<file path="src/rtl/ps2_key_decoder_pkg.sv">
// Shared definitions for the PS/2 keyboard decoder: scan-code prefixes,
// decoder states and the frame parity helper.
package ps2_pkg;

  localparam logic [7:0] PS2_PREFIX_EXT = 8'hE0;
  localparam logic [7:0] PS2_PREFIX_BRK = 8'hF0;

  typedef enum logic [1:0] {
    IDLE    = 2'd0,
    EXT     = 2'd1,
    BRK     = 2'd2,
    EXT_BRK = 2'd3
  } dec_state_e;

  // Odd parity holds when data plus parity bit has an odd number of ones.
  function automatic logic odd_parity_ok(input logic [7:0] data, input logic par);
    return ^{data, par};
  endfunction

endpackage

</file>
<file path="src/rtl/ps2_key_decoder_if.sv">
// Keyboard-side pins and decoded key outputs of the PS/2 decoder.
interface ps2_key_decoder_if;

  logic       ps2_clk;
  logic       ps2_data;
  logic       pressed;
  logic [7:0] scancode;
  logic       ext;
  logic       key_event;
  logic       frame_err;

  modport master (
    output ps2_clk, ps2_data,
    input  pressed, scancode, ext, key_event, frame_err
  );

  modport slave (
    input  ps2_clk, ps2_data,
    output pressed, scancode, ext, key_event, frame_err
  );

endinterface

</file>
<file path="src/rtl/ps2_key_decoder_frame_rx.sv">
// PS/2 frame receiver: synchronizes the pads, shifts in 11-bit frames,
// checks start/parity/stop and discards stalled partial frames.
module ps2_frame_rx
  import ps2_pkg::*;
#(
  parameter int TIMEOUT_CYCLES = 50000
) (
  input  logic       clk,
  input  logic       rst,
  input  logic       ps2_clk,
  input  logic       ps2_data,
  output logic       byte_valid,
  output logic [7:0] rx_byte,
  output logic       frame_err
);

  localparam int TW = $clog2(TIMEOUT_CYCLES);

  logic [2:0]    clk_sync_q, clk_sync_d;
  logic [1:0]    data_sync_q, data_sync_d;
  logic [3:0]    bit_cnt_q, bit_cnt_d;
  logic [7:0]    shift_q, shift_d;
  logic          start_bad_q, start_bad_d;
  logic          parity_q, parity_d;
  logic [TW-1:0] to_cnt_q, to_cnt_d;
  logic          byte_valid_q, byte_valid_d;
  logic [7:0]    byte_q, byte_d;
  logic          frame_err_q, frame_err_d;
  logic          fall_s;
  logic          bit_in_s;

  assign fall_s   = clk_sync_q[2] & ~clk_sync_q[1];
  assign bit_in_s = data_sync_q[1];

  always_comb begin
    clk_sync_d   = {clk_sync_q[1:0], ps2_clk};
    data_sync_d  = {data_sync_q[0], ps2_data};
    bit_cnt_d    = bit_cnt_q;
    shift_d      = shift_q;
    start_bad_d  = start_bad_q;
    parity_d     = parity_q;
    to_cnt_d     = to_cnt_q;
    byte_valid_d = 1'b0;
    byte_d       = byte_q;
    frame_err_d  = 1'b0;
    if (fall_s) begin
      to_cnt_d = '0;
      case (bit_cnt_q)
        4'd0: begin
          start_bad_d = bit_in_s;
          bit_cnt_d   = 4'd1;
        end
        4'd9: begin
          parity_d  = bit_in_s;
          bit_cnt_d = 4'd10;
        end
        4'd10: begin
          bit_cnt_d = 4'd0;
          if (!start_bad_q && odd_parity_ok(shift_q, parity_q) && bit_in_s) begin
            byte_valid_d = 1'b1;
            byte_d       = shift_q;
          end else begin
            frame_err_d = 1'b1;
          end
        end
        default: begin
          // Data bits arrive LSB first, so shift in from the top.
          shift_d   = {bit_in_s, shift_q[7:1]};
          bit_cnt_d = bit_cnt_q + 4'd1;
        end
      endcase
    end else if (bit_cnt_q != 4'd0) begin
      if (to_cnt_q == TW'(TIMEOUT_CYCLES - 1)) begin
        bit_cnt_d   = 4'd0;
        to_cnt_d    = '0;
        frame_err_d = 1'b1;
      end else begin
        to_cnt_d = to_cnt_q + 1'b1;
      end
    end else begin
      to_cnt_d = '0;
    end
  end

  // Synchronizers idle high so release from reset never fakes a falling edge.
  always_ff @(posedge clk or posedge rst) begin
    if (rst) begin
      clk_sync_q   <= 3'b111;
      data_sync_q  <= 2'b11;
      bit_cnt_q    <= 4'd0;
      shift_q      <= 8'h00;
      start_bad_q  <= 1'b0;
      parity_q     <= 1'b0;
      to_cnt_q     <= '0;
      byte_valid_q <= 1'b0;
      byte_q       <= 8'h00;
      frame_err_q  <= 1'b0;
    end else begin
      clk_sync_q   <= clk_sync_d;
      data_sync_q  <= data_sync_d;
      bit_cnt_q    <= bit_cnt_d;
      shift_q      <= shift_d;
      start_bad_q  <= start_bad_d;
      parity_q     <= parity_d;
      to_cnt_q     <= to_cnt_d;
      byte_valid_q <= byte_valid_d;
      byte_q       <= byte_d;
      frame_err_q  <= frame_err_d;
    end
  end

  assign byte_valid = byte_valid_q;
  assign rx_byte    = byte_q;
  assign frame_err  = frame_err_q;

endmodule

</file>
<file path="src/rtl/ps2_key_decoder.sv">
// PS/2 key decoder top: turns make/break/extended scan-code sequences into
// a held-key level, the current scan code and a key-press pulse.
module ps2_key_decoder
  import ps2_pkg::*;
#(
  parameter int TIMEOUT_CYCLES = 50000
) (
  input logic               clk,
  input logic               rst,
  ps2_key_decoder_if.slave  bus
);

  logic       rx_valid_s;
  logic [7:0] rx_byte_s;
  logic       rx_err_s;

  dec_state_e state_q;
  logic       pressed_q;
  logic [7:0] scancode_q;
  logic       ext_q;
  logic       key_event_q;

  logic       make_ext_s;
  logic       make_new_s;
  logic       brk_hit_s;

  ps2_frame_rx #(
    .TIMEOUT_CYCLES(TIMEOUT_CYCLES)
  ) u_frame_rx (
    .clk        (clk),
    .rst        (rst),
    .ps2_clk    (bus.ps2_clk),
    .ps2_data   (bus.ps2_data),
    .byte_valid (rx_valid_s),
    .rx_byte    (rx_byte_s),
    .frame_err  (rx_err_s)
  );

  // A repeat of the held key is not a new press.
  assign make_ext_s = (state_q == EXT);
  assign make_new_s = ~pressed_q | ({make_ext_s, rx_byte_s} != {ext_q, scancode_q});
  assign brk_hit_s  = pressed_q & (rx_byte_s == scancode_q) & (ext_q == (state_q == EXT_BRK));

  always_ff @(posedge clk or posedge rst) begin
    if (rst) begin
      state_q     <= IDLE;
      pressed_q   <= 1'b0;
      scancode_q  <= 8'h00;
      ext_q       <= 1'b0;
      key_event_q <= 1'b0;
    end else begin
      key_event_q <= 1'b0;
      if (rx_err_s) begin
        state_q <= IDLE;
      end else if (rx_valid_s) begin
        case (state_q)
          IDLE, EXT: begin
            if (state_q == IDLE && rx_byte_s == PS2_PREFIX_EXT) begin
              state_q <= EXT;
            end else if (rx_byte_s == PS2_PREFIX_BRK) begin
              state_q <= (state_q == EXT) ? EXT_BRK : BRK;
            end else begin
              pressed_q   <= 1'b1;
              scancode_q  <= rx_byte_s;
              ext_q       <= make_ext_s;
              key_event_q <= make_new_s;
              state_q     <= IDLE;
            end
          end
          BRK, EXT_BRK: begin
            if (brk_hit_s) begin
              pressed_q <= 1'b0;
            end else begin
              pressed_q <= pressed_q;
            end
            state_q <= IDLE;
          end
          default: state_q <= IDLE;
        endcase
      end else begin
        state_q <= state_q;
      end
    end
  end

  assign bus.pressed   = pressed_q;
  assign bus.scancode  = scancode_q;
  assign bus.ext       = ext_q;
  assign bus.key_event = key_event_q;
  assign bus.frame_err = rx_err_s;

endmodule

</file>
<file path="src/flat_wrapper.sv">
// flat-port wrapper written by rule: the top's interface ports become plain ports
module ps2_key_decoder_flat import ps2_pkg::*;
#(
  parameter int TIMEOUT_CYCLES = 50000
)
  (clk, rst, bus_ps2_clk, bus_ps2_data, bus_pressed, bus_scancode, bus_ext, bus_key_event, bus_frame_err);
  ps2_key_decoder_if bus_i ();
  input logic clk;
  input logic rst;
  input wire logic [$bits(bus_i.ps2_clk)-1:0] bus_ps2_clk;
  input wire logic [$bits(bus_i.ps2_data)-1:0] bus_ps2_data;
  output wire logic [$bits(bus_i.pressed)-1:0] bus_pressed;
  output wire logic [$bits(bus_i.scancode)-1:0] bus_scancode;
  output wire logic [$bits(bus_i.ext)-1:0] bus_ext;
  output wire logic [$bits(bus_i.key_event)-1:0] bus_key_event;
  output wire logic [$bits(bus_i.frame_err)-1:0] bus_frame_err;
  assign bus_i.ps2_clk = bus_ps2_clk;
  assign bus_i.ps2_data = bus_ps2_data;
  assign bus_pressed = bus_i.pressed;
  assign bus_scancode = bus_i.scancode;
  assign bus_ext = bus_i.ext;
  assign bus_key_event = bus_i.key_event;
  assign bus_frame_err = bus_i.frame_err;
  ps2_key_decoder #(.TIMEOUT_CYCLES(TIMEOUT_CYCLES)) u_core (.clk(clk), .rst(rst), .bus(bus_i));
endmodule
</file>
<file path="config.mk">
export PLATFORM = sky130hd
export DESIGN_NAME = ps2_key_decoder_flat
export DESIGN_NICKNAME = d
export VERILOG_FILES = /design/src/rtl/ps2_key_decoder_pkg.sv /design/src/rtl/ps2_key_decoder_if.sv /design/src/rtl/ps2_key_decoder_frame_rx.sv /design/src/rtl/ps2_key_decoder.sv /design/src/flat_wrapper.sv
export SDC_FILE = /design/constraint.sdc
export NUM_CORES = 1
export LEC_CHECK = 0
export ABC_AREA = 1
export ABC_CLOCK_PERIOD_IN_PS = 2100
export CAP_MARGIN = 15
export CORE_MARGIN = 5
export CORE_UTILIZATION = 30
export DETAILED_ROUTE_END_ITERATION = 6
export GPL_TIMING_DRIVEN = 1
export PLACE_DENSITY_LB_ADDON = 0.2
export RECOVER_POWER = 50
export SLEW_MARGIN = 20
export SYNTH_ARGS = -nofsm -noshare
export SYNTH_HDL_FRONTEND = slang
export SYNTH_SLANG_ARGS = --single-unit
</file>
<file path="constraint.sdc">
create_clock -name clk -period 2.1 [get_ports clk]
set_input_delay 0.42 -clock clk [delete_from_list [all_inputs] [get_ports clk]]
set_output_delay 0.42 -clock clk [all_outputs]
set_load 0.02 [all_outputs]
</file>
==> results.md <==
Floorplan:
- After floorplanning, the core was divided into 36 placement rows.
- The number of ports placed on the die boundary is 16.
- The floorplan step defined a core boundary enclosing 9774 µm².
- The initial utilization of the core area, before any placement, comes to 30.73%.
- The die boundary height is between 100 and 150 µm.
- From left edge to right edge, the die measures 110.1 µm.
- The total die area is 12120 µm².

Placement:
- Summed over all nets, the half-perimeter wirelength after detailed placement is 4.470 mm.
- The congestion estimate from routability-driven global placement came to ~0.76.
- The quantity of I/O buffers inserted on ports is 15.

Worst hold path:
- The worst hold path belongs to the class reg2reg.

CTS:
- Counting the buffers created by CTS gives 9.
- The buffer depth of the longest clock path is 2.
- Once the clock tree was built, the resizer swapped 0 gates to a different size.
- Clock latency on the worst-skew pair, taken at its later pin, is 340 ps.
- In this run, post-CTS hold repair placed 0 buffers.
- The clock transition at the registers of the reported paths is 70 ps.
- CTS built an H-tree with a depth of 3.
- The clock tree from TritonCTS is built.
- The TritonCTS sink count is 58.
- The number of buffers inserted to repair setup after CTS is 0.
- The tree is rooted in a sky130_fd_sc_hd__clkbuf_8.

Timing:
- The maximum clock skew at final layout is 5.993 ps.
- The part of the cycle the worst path needs is 85.60%.
- The number of max-slew violations in the final report is 0.
- Summed over all failing endpoints, the final setup total negative slack is 0 ps.
- At the pin with the least slew margin, the transition time is 1156 ps.
- The number of failing setup endpoints in the final timing report is 0.
- Counting I/O delays and the setup requirement, the final critical path takes ~1800 ps.
- In this run the tightest slew margin relative to its limit is 22.91%.
- On the final layout, the worst hold slack is 357.5 ps.
- The final hold violation count is 0.
- Setup repair after global routing left no endpoint under its margin.
- Based on the critical path, the design can be clocked at up to about 560 MHz.

Critical path:
- STA puts the critical path data arrival time at approximately 1400 ps.
- The critical path goes through clkdlybuf4s50_1.
- The type of the worst setup path is reg2out.
- The critical path data required time is 1680 ps.
- The startpoint kind of the worst setup timing path is a flip-flop.
- The cell family contributing the most delay on the critical path is buffers and inverters.
- On the worst path, the slowest cell contributes a delay of around 630 ps.
- Along the worst path, the maximum fanout reaches 4.
- The number of buffers and inverters on the critical path is 1.
- The element type at the critical path end is an output pin.
- The library cell contributing the largest single delay on the critical path is sky130_fd_sc_hd__clkdlybuf4s50_1.

Logic synthesis:
- The instance count of the mapped netlist is 351.
- Synthesis inferred between 50 and 60 register bits.
- Yosys mapped the design onto 35 distinct sky130hd cell types.
- The mean instance size in the synthesized netlist is around 8.6 µm².
- The number of nets in the synthesized netlist is 360.
- In the post-synthesis netlist, the biggest area contributors are sky130_fd_sc_hd__dfrtp_1 44%, sky130_fd_sc_hd__nand2_1 11%, sky130_fd_sc_hd__inv_1 5.1%.
- The number of enable-type register cells in the synthesized netlist is 0.
- The area of the mapped netlist is between 3000 and 4000 µm².
- Counting flops with an async set or reset pin after synthesis yields a share of 100.0%.
- The Yosys step of the flow raised 0 warnings.
- Sequential elements use 48.52% of the synthesized area.
- sky130_fd_sc_hd__dfrtp_1 takes more of the synthesized area than any other cell.
- Of the post-synthesis cell area, the dominant cell type holds around 44%.
- In the synthesized netlist the dominant register cell turns out to be sky130_fd_sc_hd__dfrtp_1.

Flow run:
- The tool flagged a number of max-cap violations equal to 0.

GRT:
- The number of global-route vias before repair was 2311.
- The first global-routing pass estimated 10.78 mm of wire.
- Entering global routing, the biggest net connects 38 pins.
- The number of antenna violations at the first check in global routing is 0.
- Global routing finished with a remaining overflow of 0.
- The overall fraction of global-route tracks in use is 11.49%.

Cells and area:
- The most common cell after layout, fill and taps aside is sky130_fd_sc_hd__nand2_1.
- The layout overhead on the synthesized area is 16.83%.
- The library cells used most frequently in the layout, excluding fill and tap cells, are 91 x sky130_fd_sc_hd__nand2_1, 53 x sky130_fd_sc_hd__dfrtp_1, 41 x sky130_fd_sc_hd__inv_1.
- The number of antenna diodes is 0.
- In the final design database the tool counted 386 nets.
- The fraction of layout instances using a drive strength above 1 is ~14%.
- Cells fill between 30% and 40% of the core in the end.

Routing:
- The violation count after the first detailed-routing iteration is between 90 and 100.
- The via count is around 2400.
- The average routed wire per standard cell is 11.79 µm.
- Dividing the detail-routed via count by the number of cells gives 4.592.
- Wires add up to 6.071 mm.
- The number of detailed-routing iterations run before antenna repair is 4.
- The count of nets left with antenna violations once routing finished came out at 0.
- The total DRC errors in the routed layout is 0.

Status:
- The run finished with clean final reports.

Power:
- The peak ir drop on the vdd network is 0.3649 mV.
- In this run the static leakage power is 1.562 nW.
- The areal power density over the cells is 1021 nW/µm².
- Total power for the finished layout comes to ~0.0036 W.
-- metal layers --
| metal | wire (µm) | share of wire (%) | GRT usage, % | up-vias |
|---|---|---|---|---|
| li1 | - | - | - | 1200 |
| met1 | 2944 | 48 | 14.80 | 1114 |
| met2 | 2747 | 45 | 17.72 | 39 |
| met3 | 261 | 4.3 | 3.378 | 12 |
| met4 | 116 | 1.9 | 5.343 | 0 |
| met5 | 0 | 0 | 0 | - |
-- report_power, final --
part | switching [W] | internal [W]
Combinational | 0.000687 | 0.000383
Sequential | 0.000199 | 0.00129
Clock | 0.000435 | 0.000589
Total | 0.00132 | 0.00226
-- registers in the layout (all words and copies together) (netlist names) --
name,count
u_core.u_frame_rx.bit_cnt_q,4
u_core.u_frame_rx.start_bad_q,1
u_core.u_frame_rx.frame_err,1
u_core.state_q,2
u_core.u_frame_rx.data_sync_q,2
u_core.u_frame_rx.byte_valid,1
u_core.u_frame_rx.to_cnt_q,16
u_core.bus.pressed,1
u_core.bus.ext,1
u_core.bus.key_event,1
u_core.u_frame_rx.shift_q,8
u_core.u_frame_rx.parity_q,1
u_core.u_frame_rx.clk_sync_q,3
u_core.bus.scancode,8
u_core.u_frame_rx.rx_byte,8
-- Yosys cell counts (5+ instances only) --
cell,number
sky130_fd_sc_hd__xor2_1,7
sky130_fd_sc_hd__nand4_1,16
sky130_fd_sc_hd__nand3_1,9
sky130_fd_sc_hd__nor3_2,5
sky130_fd_sc_hd__nand2_1,90
sky130_fd_sc_hd__nor2_2,6
sky130_fd_sc_hd__nand2_2,5
sky130_fd_sc_hd__o22ai_1,6
sky130_fd_sc_hd__nor3_1,11
sky130_fd_sc_hd__ha_1,5
sky130_fd_sc_hd__dfstp_2,5
sky130_fd_sc_hd__dfrtp_1,53
sky130_fd_sc_hd__inv_1,41
sky130_fd_sc_hd__nor2_1,29
sky130_fd_sc_hd__xnor2_1,7
sky130_fd_sc_hd__o21ai_0,24
-- worst paths after layout --
path	from	endpoint	slack, ps	cells after the start
min reg2reg	u_core.u_frame_rx.data_sync_q[0]	u_core.u_frame_rx.data_sync_q[1]	360	0
min	u_core.u_frame_rx.data_sync_q[0]	u_core.u_frame_rx.data_sync_q[1]	360	0
max in group asynchronous	rst	u_core.u_frame_rx.to_cnt_q[1]	620	3
min in group asynchronous	rst	u_core.bus.key_event	710	3
max reg2reg	u_core.u_frame_rx.bit_cnt_q[0]	u_core.u_frame_rx.shift_q[6]	330	8
max	u_core.bus.ext	bus_ext	300	1
-- cell type report --
cell class              count  area [µm²]
clock inverters             1       5.005
well taps                 133       166.4
inverters                  45       168.9
clock buffers              15       196.4
flip-flops and latches     58        1458
fillers                  1032        6265
repair buffers             18       166.4
multi-input cells         245        1349
-- cell families (layout without fill, tap and decap cells) --
group           count (synthesis)  in the layout  synth area share [%]
fa+ha+maj                       5              5                 2.082
buf+inv                        48             79                 6.497
xor+xnor                       14             14                 4.082
compound gates                 38             38                 6.998
simple gates                  188            188                 31.82
flops                          58             58                 48.52
-- stage by stage --
stage | instances | cell area [µm²] | setup slack [ps]
after detailed placement | 499 | 3342 | 369.3
final | 515 | 3510 | 302.3
after global placement | 499 | 3342 | 430.6
after floorplan | 351 | 3004 | 260.3
after global routing | 515 | 3510 | 135.2
after CTS | 515 | 3543 | 272.1
No activity file was read; power rests on OpenSTA's default activity.
